--- src/rtl/mem_pkg.sv ---
// Shared constants and types for the byte-addressable data memory.
// Used by both the load and store paths.
package mem_pkg;

    localparam logic [1:0] ACC_BYTE = 2'b00;
    localparam logic [1:0] ACC_HALF = 2'b01;
    localparam logic [1:0] ACC_WORD = 2'b10;

    localparam logic [31:0] MEM_OFFSET = 32'h8002_0000;
    localparam int          MEM_SIZE   = 1048577;

    typedef enum logic [1:0] {
        IDLE,
        ISSUE,
        DRAIN,
        RESP
    } mem_state_e;

    function automatic logic [2:0] acc_bytes(input logic [1:0] size);
        case (size)
            ACC_HALF: acc_bytes = 3'd2;
            ACC_WORD: acc_bytes = 3'd4;
            default:  acc_bytes = 3'd1;
        endcase
    endfunction

endpackage

--- src/rtl/load_extend.sv ---
// Sign/zero extension of little-endian assembled load data.
// Shared with the writeback stage.
module load_extend
    import mem_pkg::*;
(
    input  logic [31:0] data,
    input  logic [1:0]  size,
    input  logic        sgn,
    output logic [31:0] ext
);

    always_comb begin
        ext = 32'h0;
        case (size)
            ACC_BYTE: ext = {{24{sgn & data[7]}}, data[7:0]};
            ACC_HALF: ext = {{16{sgn & data[15]}}, data[15:0]};
            ACC_WORD: ext = data;
            default:  ext = 32'h0;
        endcase
    end

endmodule

--- src/rtl/mem_read_unit.sv ---
// Load unit: byte-serial reads through a registered memory port,
// little-endian assembly, extension and a valid/ready response.
module mem_read_unit
    import mem_pkg::*;
#(
    parameter logic [31:0] OFFSET = MEM_OFFSET,
    parameter int          SIZE   = MEM_SIZE,
    parameter int          IDX_W  = 21
) (
    input  logic             clk,
    input  logic             rst_n,
    input  logic             req_valid,
    output logic             req_ready,
    input  logic [31:0]      req_addr,
    input  logic [1:0]       req_access_size,
    input  logic             req_signed,
    output logic             rsp_valid,
    input  logic             rsp_ready,
    output logic [31:0]      rsp_data,
    output logic             rsp_error,
    output logic             mem_rd_en,
    output logic [IDX_W-1:0] mem_rd_addr,
    input  logic [7:0]       mem_rd_data
);

    mem_state_e  state;
    logic [1:0]  size_q;
    logic        sgn_q;
    logic [1:0]  cnt;
    logic [1:0]  last;
    logic [31:0] data_q;

    logic [32:0] addr33;
    logic [32:0] idx33;
    logic [2:0]  nb;
    logic        misalign;
    logic        bad;
    logic [1:0]  prv;
    logic [31:0] asm_data;
    logic [31:0] ext;

    assign req_ready = (state == IDLE);

    // 33-bit arithmetic so addresses below OFFSET never wrap into range
    assign addr33   = {1'b0, req_addr};
    assign idx33    = addr33 - {1'b0, OFFSET};
    assign nb       = acc_bytes(req_access_size);
    assign misalign = ((req_access_size == ACC_WORD) && (req_addr[1:0] != 2'b00))
                   || ((req_access_size == ACC_HALF) && req_addr[0]);
    assign bad      = (addr33 < {1'b0, OFFSET})
                   || (req_access_size == 2'b11)
                   || ((idx33 + {30'b0, nb}) > 33'(SIZE))
                   || misalign;

    assign prv = cnt - 2'd1;

    // Final byte arrives during DRAIN; merge it before extending
    always_comb begin
        asm_data = data_q;
        asm_data[{cnt, 3'b000} +: 8] = mem_rd_data;
    end

    load_extend u_ext (
        .data (asm_data),
        .size (size_q),
        .sgn  (sgn_q),
        .ext  (ext)
    );

    always_ff @(posedge clk or negedge rst_n) begin
        if (!rst_n) begin
            state       <= IDLE;
            size_q      <= ACC_BYTE;
            sgn_q       <= 1'b0;
            cnt         <= 2'd0;
            last        <= 2'd0;
            data_q      <= 32'h0;
            rsp_valid   <= 1'b0;
            rsp_data    <= 32'h0;
            rsp_error   <= 1'b0;
            mem_rd_en   <= 1'b0;
            mem_rd_addr <= '0;
        end else begin
            unique case (state)
                IDLE: begin
                    if (req_valid) begin
                        size_q <= req_access_size;
                        sgn_q  <= req_signed;
                        cnt    <= 2'd0;
                        last   <= 2'(nb - 3'd1);
                        data_q <= 32'h0;
                        if (bad) begin
                            state     <= RESP;
                            rsp_valid <= 1'b1;
                            rsp_error <= 1'b1;
                            rsp_data  <= 32'h0;
                        end else begin
                            state       <= ISSUE;
                            mem_rd_en   <= 1'b1;
                            mem_rd_addr <= idx33[IDX_W-1:0];
                        end
                    end
                end
                ISSUE: begin
                    if (cnt != 2'd0)
                        data_q[{prv, 3'b000} +: 8] <= mem_rd_data;
                    if (cnt == last) begin
                        mem_rd_en <= 1'b0;
                        state     <= DRAIN;
                    end else begin
                        cnt         <= cnt + 2'd1;
                        mem_rd_addr <= mem_rd_addr + IDX_W'(1);
                    end
                end
                DRAIN: begin
                    rsp_data  <= ext;
                    rsp_error <= 1'b0;
                    rsp_valid <= 1'b1;
                    state     <= RESP;
                end
                RESP: begin
                    if (rsp_ready) begin
                        rsp_valid <= 1'b0;
                        rsp_data  <= 32'h0;
                        rsp_error <= 1'b0;
                        state     <= IDLE;
                    end
                end
                default: state <= IDLE;
            endcase
        end
    end

endmodule

--- config.mk ---
export PLATFORM = sky130hd
export DESIGN_NAME = mem_read_unit
export DESIGN_NICKNAME = d
export VERILOG_FILES = /design/src/rtl/mem_pkg.sv /design/src/rtl/load_extend.sv /design/src/rtl/mem_read_unit.sv
export SDC_FILE = /design/constraint.sdc
export NUM_CORES = 1
export LEC_CHECK = 0
export CORE_MARGIN = 5
export CORE_UTILIZATION = 30
export DETAILED_ROUTE_END_ITERATION = 10
export PLACE_DENSITY = 0.53
export SLEW_MARGIN = 0
export SYNTH_ARGS = -nofsm -noshare
export SYNTH_HDL_FRONTEND = slang
export SYNTH_SLANG_ARGS = --single-unit
--- constraint.sdc ---
create_clock -name clk -period 3.32 [get_ports clk]
set_input_delay 0.664 -clock clk [delete_from_list [all_inputs] [get_ports clk]]
set_output_delay 0.664 -clock clk [all_outputs]
set_load 0.1 [all_outputs]
Word-level counts from Yosys, hierarchy flattened
Cells that the tools add are included.

Bits in registers: 97. Input port bits: 47. Output and inout port bits: 57. Logic and storage cells: 94.

Add/subtract/negate cells: 8. $lt $le $gt $ge: 2. Equal/unequal tests: 16. Shift operators: 4. Muxes and demuxes: 32. Bitwise operators: 2. Reductions and logical operators: 19.

Operator list (count): $pmux W32 S3 (2); $mux W32 (5); $bwmux W32 (2); $pmux W32 S2 (1); $shift A8 B7 Y32 const A (2); $shiftx A8 B7 Y32 (2); $mux W21 (3); $pmux W21 S2 (1); $add A33 B3 Y33 (1); $gt A33 B21 Y1 const B (1); $sub A32 B32 Y33 const B (1); $lt A32 B32 Y1 const B (1); $add A21 B1 Y21 const B (1); $neg A5 Y7 (2); $mux W2 (6); $ne A2 B2 Y1 const B (6); $reduce_and A4 Y1 (3); $eq A2 B2 Y1 const B (5); $reduce_and A3 Y1 (3); $pmux W2 S4 (1); $eq A2 B1 Y1 const B (3); $mux W1 (6); $pmux W1 S3 (2); $pmux W3 S2 (1); other kinds (13) (22).

Logic depth before layout (Yosys ltp)
Word-level depth: 9. Depth in mapped cells: 15. Mapped depth without buffers: 14.

Hierarchy
From an unflattened synthesis, not the netlist that was laid out.

Cell total of the unflattened synthesis: 824. Area, all modules: 6876.6 um^2.

Modules (own cells, without submodules): mem_read_unit (instances 1, cells an instance 770, area an instance 6453.7 um^2, sequential area each 2427.3 um^2); load_extend (instances 1, cells an instance 54, area an instance 422.9 um^2, sequential area each 0.0 um^2).

Worst setup path before layout
Ideal clock, no wire load.

Path kind: in2reg. From: in req_access_size[0]. To: reg mem_rd_addr[1]. Arrival: 4.116 ns. Data required time: 3.192 ns. Setup slack: -0.924 ns. Cell stages on the path: 14. Path buffers: 0. Cells stage by stage: inv_1 > ha_1 > ha_1 > fa_1 > a21oi_1 > nor4_1 > or3b_2 > a32oi_1 > a31oi_1 > nor4b_4 > a21oi_1 > a211o_4 > nor2_8 > mux2_1.

Cells in the longest elaborated chain, start to end: 8.

RTL lines: start, declared (line mem_read_unit.sv:15) `input logic [1:0] req_access_size,`; $eq A2 B2 Y1 or $eq A2 B1 Y1 (tied branches) (line mem_pkg.sv:20, mem_read_unit.sv:48, mem_read_unit.sv:49); $pmux W3 S2 (line mem_pkg.sv:20) `case (size)`; $add A33 B3 Y33 (line mem_read_unit.sv:52) `|| ((idx33 + {30'b0, nb}) > 33'(SIZE))`; $gt A33 B21 Y1 (line mem_read_unit.sv:52); $logic_or A1 B1 Y1 (line mem_read_unit.sv:52); $logic_or A1 B1 Y1 (*) (line mem_read_unit.sv:53) `|| misalign;`; $ne A2 B2 Y1 (no line) (*); $reduce_and A4 Y1 (no line) (*); end signal, assigned (line mem_read_unit.sv:100) `mem_rd_addr <= idx33[IDX_W-1:0];`; end signal, assigned (line mem_read_unit.sv:112) `mem_rd_addr <= mem_rd_addr + IDX_W'(1);`; end, declared (line mem_read_unit.sv:22) `output logic [IDX_W-1:0] mem_rd_addr,`.

Mark *: on every way between the ends. The rest lies on a longest branch, timed or not. A chain may end at the register's enable or synchronous reset.

Worst setup path in the final report
From: in req_addr[5]. To: reg mem_rd_addr[15].

Cells in the longest elaborated chain, start to end: 7.

RTL lines: start, declared (line mem_read_unit.sv:14) `input logic [31:0] req_addr,`; $sub A32 B32 Y33 (line mem_read_unit.sv:46) `assign idx33 = addr33 - {1'b0, OFFSET};`; $add A33 B3 Y33 (line mem_read_unit.sv:52); $gt A33 B21 Y1 (line mem_read_unit.sv:52); $logic_or A1 B1 Y1 (line mem_read_unit.sv:52); $logic_or A1 B1 Y1 (line mem_read_unit.sv:53); $ne A2 B2 Y1 (no line); $reduce_and A4 Y1 (no line).

Several ways; a longest one is shown, not always the timed one. The select of a mux whose other input is x is not followed.

==> flow_summary.yaml <==
power:
  internal-power_w: 0.003715
  netSwitchingFraction_pct: 52.85
  p_leak_nw: 4.137
  cell_area_power_density_nw_per_um2: 802.9
  power.ir.vdd_worst_mv: 0.7994
  power.share.sequential_pct: 21.9
  logic_pwr_share_pct: 64.3
  net-switching-power_w: 0.004164
  clock_power_share_pct: 13.7
logic_synthesis:
  ys_types: 77
  synth_most_common_cell: "sky130_fd_sc_hd__dfrtp_1"
  yosys-mux-area-fraction_pct: 6.115
  ys.flop_type: "sky130_fd_sc_hd__dfrtp_1"
  synth_top_family_by_area: "compound AO/OA/AOI/OAI gates"
  synth.net_count: 840
  yosysTopAreaCell: "sky130_fd_sc_hd__dfrtp_1"
  synthAdderAreaFrac_pct: 4.163
  synthesis.yosys.warnings: 0
  postSynthAreaPerCell_um2: 8.810
  synth_enable_flop_cells: 0
  synth_top_cell_area_share_pct: 35.73
  post_synth_and_or_nand_nor_area_fraction_pct: 21.51
  synth_area_um2: 6793
  portion_of_the_post_synthesis_area_used_by_sequential_elements_pct: 35.73
  synth-xor-area-share_pct: 2.192
  synth_compound_gate_area_share_pct: 24.46
  synthTopCellsByArea: "sky130_fd_sc_hd__dfrtp_1, sky130_fd_sc_hd__o21ai_0, sky130_fd_sc_hd__mux2_2, sky130_fd_sc_hd__ha_1, sky130_fd_sc_hd__a21oi_1"
  syn_inst: 771
  ys_top_cells_by_count: "sky130_fd_sc_hd__dfrtp_1, sky130_fd_sc_hd__nand2_1, sky130_fd_sc_hd__o21ai_0"
  synth_async_sr_flop_share_pct: 100.0
  synth.ff_latch_count: 97
clocking:
  cts_sinks: 97
  max-clock-path-buffers: 2
  h_tree_depth: 3
  clock_tree.root_cell: "sky130_fd_sc_hd__clkbuf_16"
  clock_insertion_delay_worst_skew_ns: 0.36
  clock_transition_time_at_the_flip_flop_clock_pins_of_the_worst_setup_and_hold_paths_ns: 0.08
  numCtsBuffers: 9
  tritoncts: "yes"
die:
  placement_rows: 55
  chipWidth_um: 160.5
  ioPinCount: 104
  core_region_area_um2: 22430
  die-area_um2: 25750
  fp.dieH_um: 160.5
  starting_utilization_of_the_core_area_pct: 30.28
setup_path:
  cp_data_arrival_time_ns: 4.00
  worstSetupStartpointType: "primary input"
  r2r_slack_ns: 0.43
  required_ns: 3.59
  timing.rr.end: "rsp_data[15]"
  reg2reg_depth: 9
  setup.worst_path.end_class: "flop"
  critical_path_peak_fanout: 4
  timing.rr.start: "cnt[1]"
  setup.worst_path.class: "in -> reg"
routing:
  firstDrtPassIters: 4
  route.vias.total: 6666
  wl_per_cell_um: 17.21
  drt_drc_violations_left: 0
  avgViaCountPerCell: 5.200
  wirelength_mm: 22.06
  dr.first_iter.drc_count: 328
  route.antenna.remaining_nets: 0
place:
  port_buffers: 103
  gpl.final_weighted_congestion: 0.8119
  dpl.hpwl_mm: 15.98
  postPlaceCellArea_um2: 8962
sta:
  timing.final.ws_setup_ns: -0.4033
  drv_slew: 0
  timing.max_slew.rel_slack_pct: 17.04
  final_hold_viol_count: 0
  achievable-frequency_mhz: 268.6
  whs_ns: 0.4228
  rsz0062_at_grt: "yes"
  max_slew.worst_pin.slew_ns: 1.242
  final_min_period_over_clock_period_pct: 112.1
  clock_skew_ns: 0.01865
  period_needed_ns: 3.723
  timing.final.setup_violations: 57
global_route:
  initial_antenna_violation_count: 0
  grt_pass1_vias: 6667
  grt_first_pass_wirelength_mm: 35.80
  grt_remaining_overflow: 0
  grt_usage_pct: 16.85
  largest_net_degree_at_the_start_of_global_routing: 64
run_status:
  failing_checks: "setup timing"
  run_status: "finished, violations left"
layout:
  final.fill_count: 2244
  antenna-diode-count: 0
  area.growth.synth_to_final_pct: 44.46
  ff_latch_area_um2: 2427
  multi_input_comb_area_um2: 4365
  fin_util_pct: 43.74
  final_nets: 1061
  design_area_um2: 9813
  fraction_of_layout_instances_using_a_drive_strength_above_1_pct: 34.40
flow_run:
  max_cap_violations: 0
worst_hold_path:
  timing.hold.worst.class: "in -> async"
## cells by family (layout without fill, tap and decap cells)
logic type               Yosys count  in the layout
buffers and inverters             83            309
AND/OR/NAND/NOR                  282            282
AO/OA/AOI/OAI                    233            233
flip-flops                        97             97
adder cells (fa/ha/maj)           22             22
multiplexers                      37             37
XOR/XNOR                          17             17
## area by class of cell
cell class,count,share of cell area (%)
Clock buffer,9,2.295
Clock inverter,7,0.8288
Inverter,43,1.772
Multi-Input combinational cell,591,44.49
Sequential cell,97,24.74
Tap cell,285,3.634
Timing Repair Buffer,250,22.25
## stage by stage
step | cells | setup TNS [ns] | setup WS (ns) | power [W]
5_1_grt | 1282 | -25.55 | -0.5237 | 0.008295
6_report | 1282 | -18.99 | -0.4033 | 0.007879
2_1_floorplan | 771 | -23.76 | -0.4881 | 0.005092
3_3_place_gp | 1246 | -69.76 | -1.291 | 0.006239
4_1_cts | 1278 | -21.18 | -0.4352 | 0.007811
3_5_place_dp | 1246 | -74.45 | -1.388 | 0.006264
## power groups by stage
stage	Combinational, W	Sequential [W]	Clock (W)
global route	0.00536	0.00177	0.00116
floorplan	0.00214	0.00296	0
finish	0.00507	0.00173	0.00108
detailed placement	0.00453	0.00174	0
global placement	0.00450	0.00174	0
CTS	0.00497	0.00173	0.00111
## flip-flops by register name (all words and copies together), names as in the netlist
| register | flops |
|---|---|
| rsp_data | 32 |
| rsp_valid | 1 |
| mem_rd_en | 1 |
| mem_rd_addr | 21 |
| last | 2 |
| size_q | 2 |
| rsp_error | 1 |
| state | 2 |
| data_q | 32 |
| sgn_q | 1 |
| cnt | 2 |
## routing by layer
metal	global-route usage, %	vias up	share of wire (%)
met5	0	-	0
met4	4.106	0	1.7
met3	3.054	22	5.2
met2	27.88	173	47
met1	22.89	3211	46
li1	-	3260	-
## critical path, cell delays in order
cell	delay (ns)
sky130_fd_sc_hd__clkdlybuf4s50_1	0.50
sky130_fd_sc_hd__nand4_1	0.20
sky130_fd_sc_hd__nor4_1	0.34
sky130_fd_sc_hd__buf_4	0.18
sky130_fd_sc_hd__nand3_1	0.20
sky130_fd_sc_hd__a211oi_1	0.31
sky130_fd_sc_hd__a22oi_1	0.16
sky130_fd_sc_hd__a211oi_2	0.26
sky130_fd_sc_hd__buf_4	0.16
sky130_fd_sc_hd__o211ai_2	0.11
sky130_fd_sc_hd__buf_4	0.17
sky130_fd_sc_hd__o32a_1	0.30
sky130_fd_sc_hd__o31a_1	0.28
sky130_fd_sc_hd__o211ai_1	0.17
## timing repair
item	CTS	global route
pin swaps	26	6
hold buffers	0	0
gates resized for setup	82	18
endpoints found under the setup margin	57	57
setup buffers	12	3
endpoints found under the hold margin	0	0
gates cloned	4	1
## how the worst max path moves through the flow
stage / cells past startpoint / start / slack, ns / to
after global placement: 15 / req_access_size[0] / -1.29 / rsp_data[19]
final: 14 / req_addr[5] / -0.40 / mem_rd_addr[15]
after CTS: 14 / req_addr[17] / -0.44 / rsp_data[7]
after global routing: 15 / req_addr[17] / -0.52 / mem_rd_addr[15]
after detailed placement: 16 / req_access_size[0] / -1.39 / mem_rd_addr[15]
after floorplan: 13 / req_access_size[1] / -0.49 / rsp_data[0]
## cell usage in the layout, fill, tap and decap left out, types with 8 or more instances in the layout
master | netlist | routed
sky130_fd_sc_hd__xor2_1 | 8 | 8
sky130_fd_sc_hd__clkdlybuf4s50_1 | 0 | 32
sky130_fd_sc_hd__a211oi_2 | 11 | 12
sky130_fd_sc_hd__nand2_1 | 66 | 66
sky130_fd_sc_hd__buf_4 | 10 | 187
sky130_fd_sc_hd__nand4_1 | 13 | 13
sky130_fd_sc_hd__inv_1 | 43 | 40
sky130_fd_sc_hd__nand2b_1 | 23 | 23
sky130_fd_sc_hd__buf_6 | 5 | 9
sky130_fd_sc_hd__a21oi_1 | 50 | 46
sky130_fd_sc_hd__mux2_2 | 27 | 16
sky130_fd_sc_hd__nor2b_1 | 16 | 16
sky130_fd_sc_hd__dfrtp_1 | 97 | 97
sky130_fd_sc_hd__a2bb2oi_2 | 11 | 13
sky130_fd_sc_hd__a31oi_1 | 13 | 12
sky130_fd_sc_hd__xnor2_1 | 9 | 8
sky130_fd_sc_hd__nand3_1 | 34 | 32
sky130_fd_sc_hd__nor2_1 | 61 | 56
sky130_fd_sc_hd__ha_1 | 21 | 15
sky130_fd_sc_hd__clkbuf_16 | 0 | 10
sky130_fd_sc_hd__o21ai_0 | 62 | 61
sky130_fd_sc_hd__nor3_1 | 18 | 15
sky130_fd_sc_hd__a22o_1 | 17 | 17
sky130_fd_sc_hd__mux2_4 | 0 | 16
(Power assumes the default switching activity.)
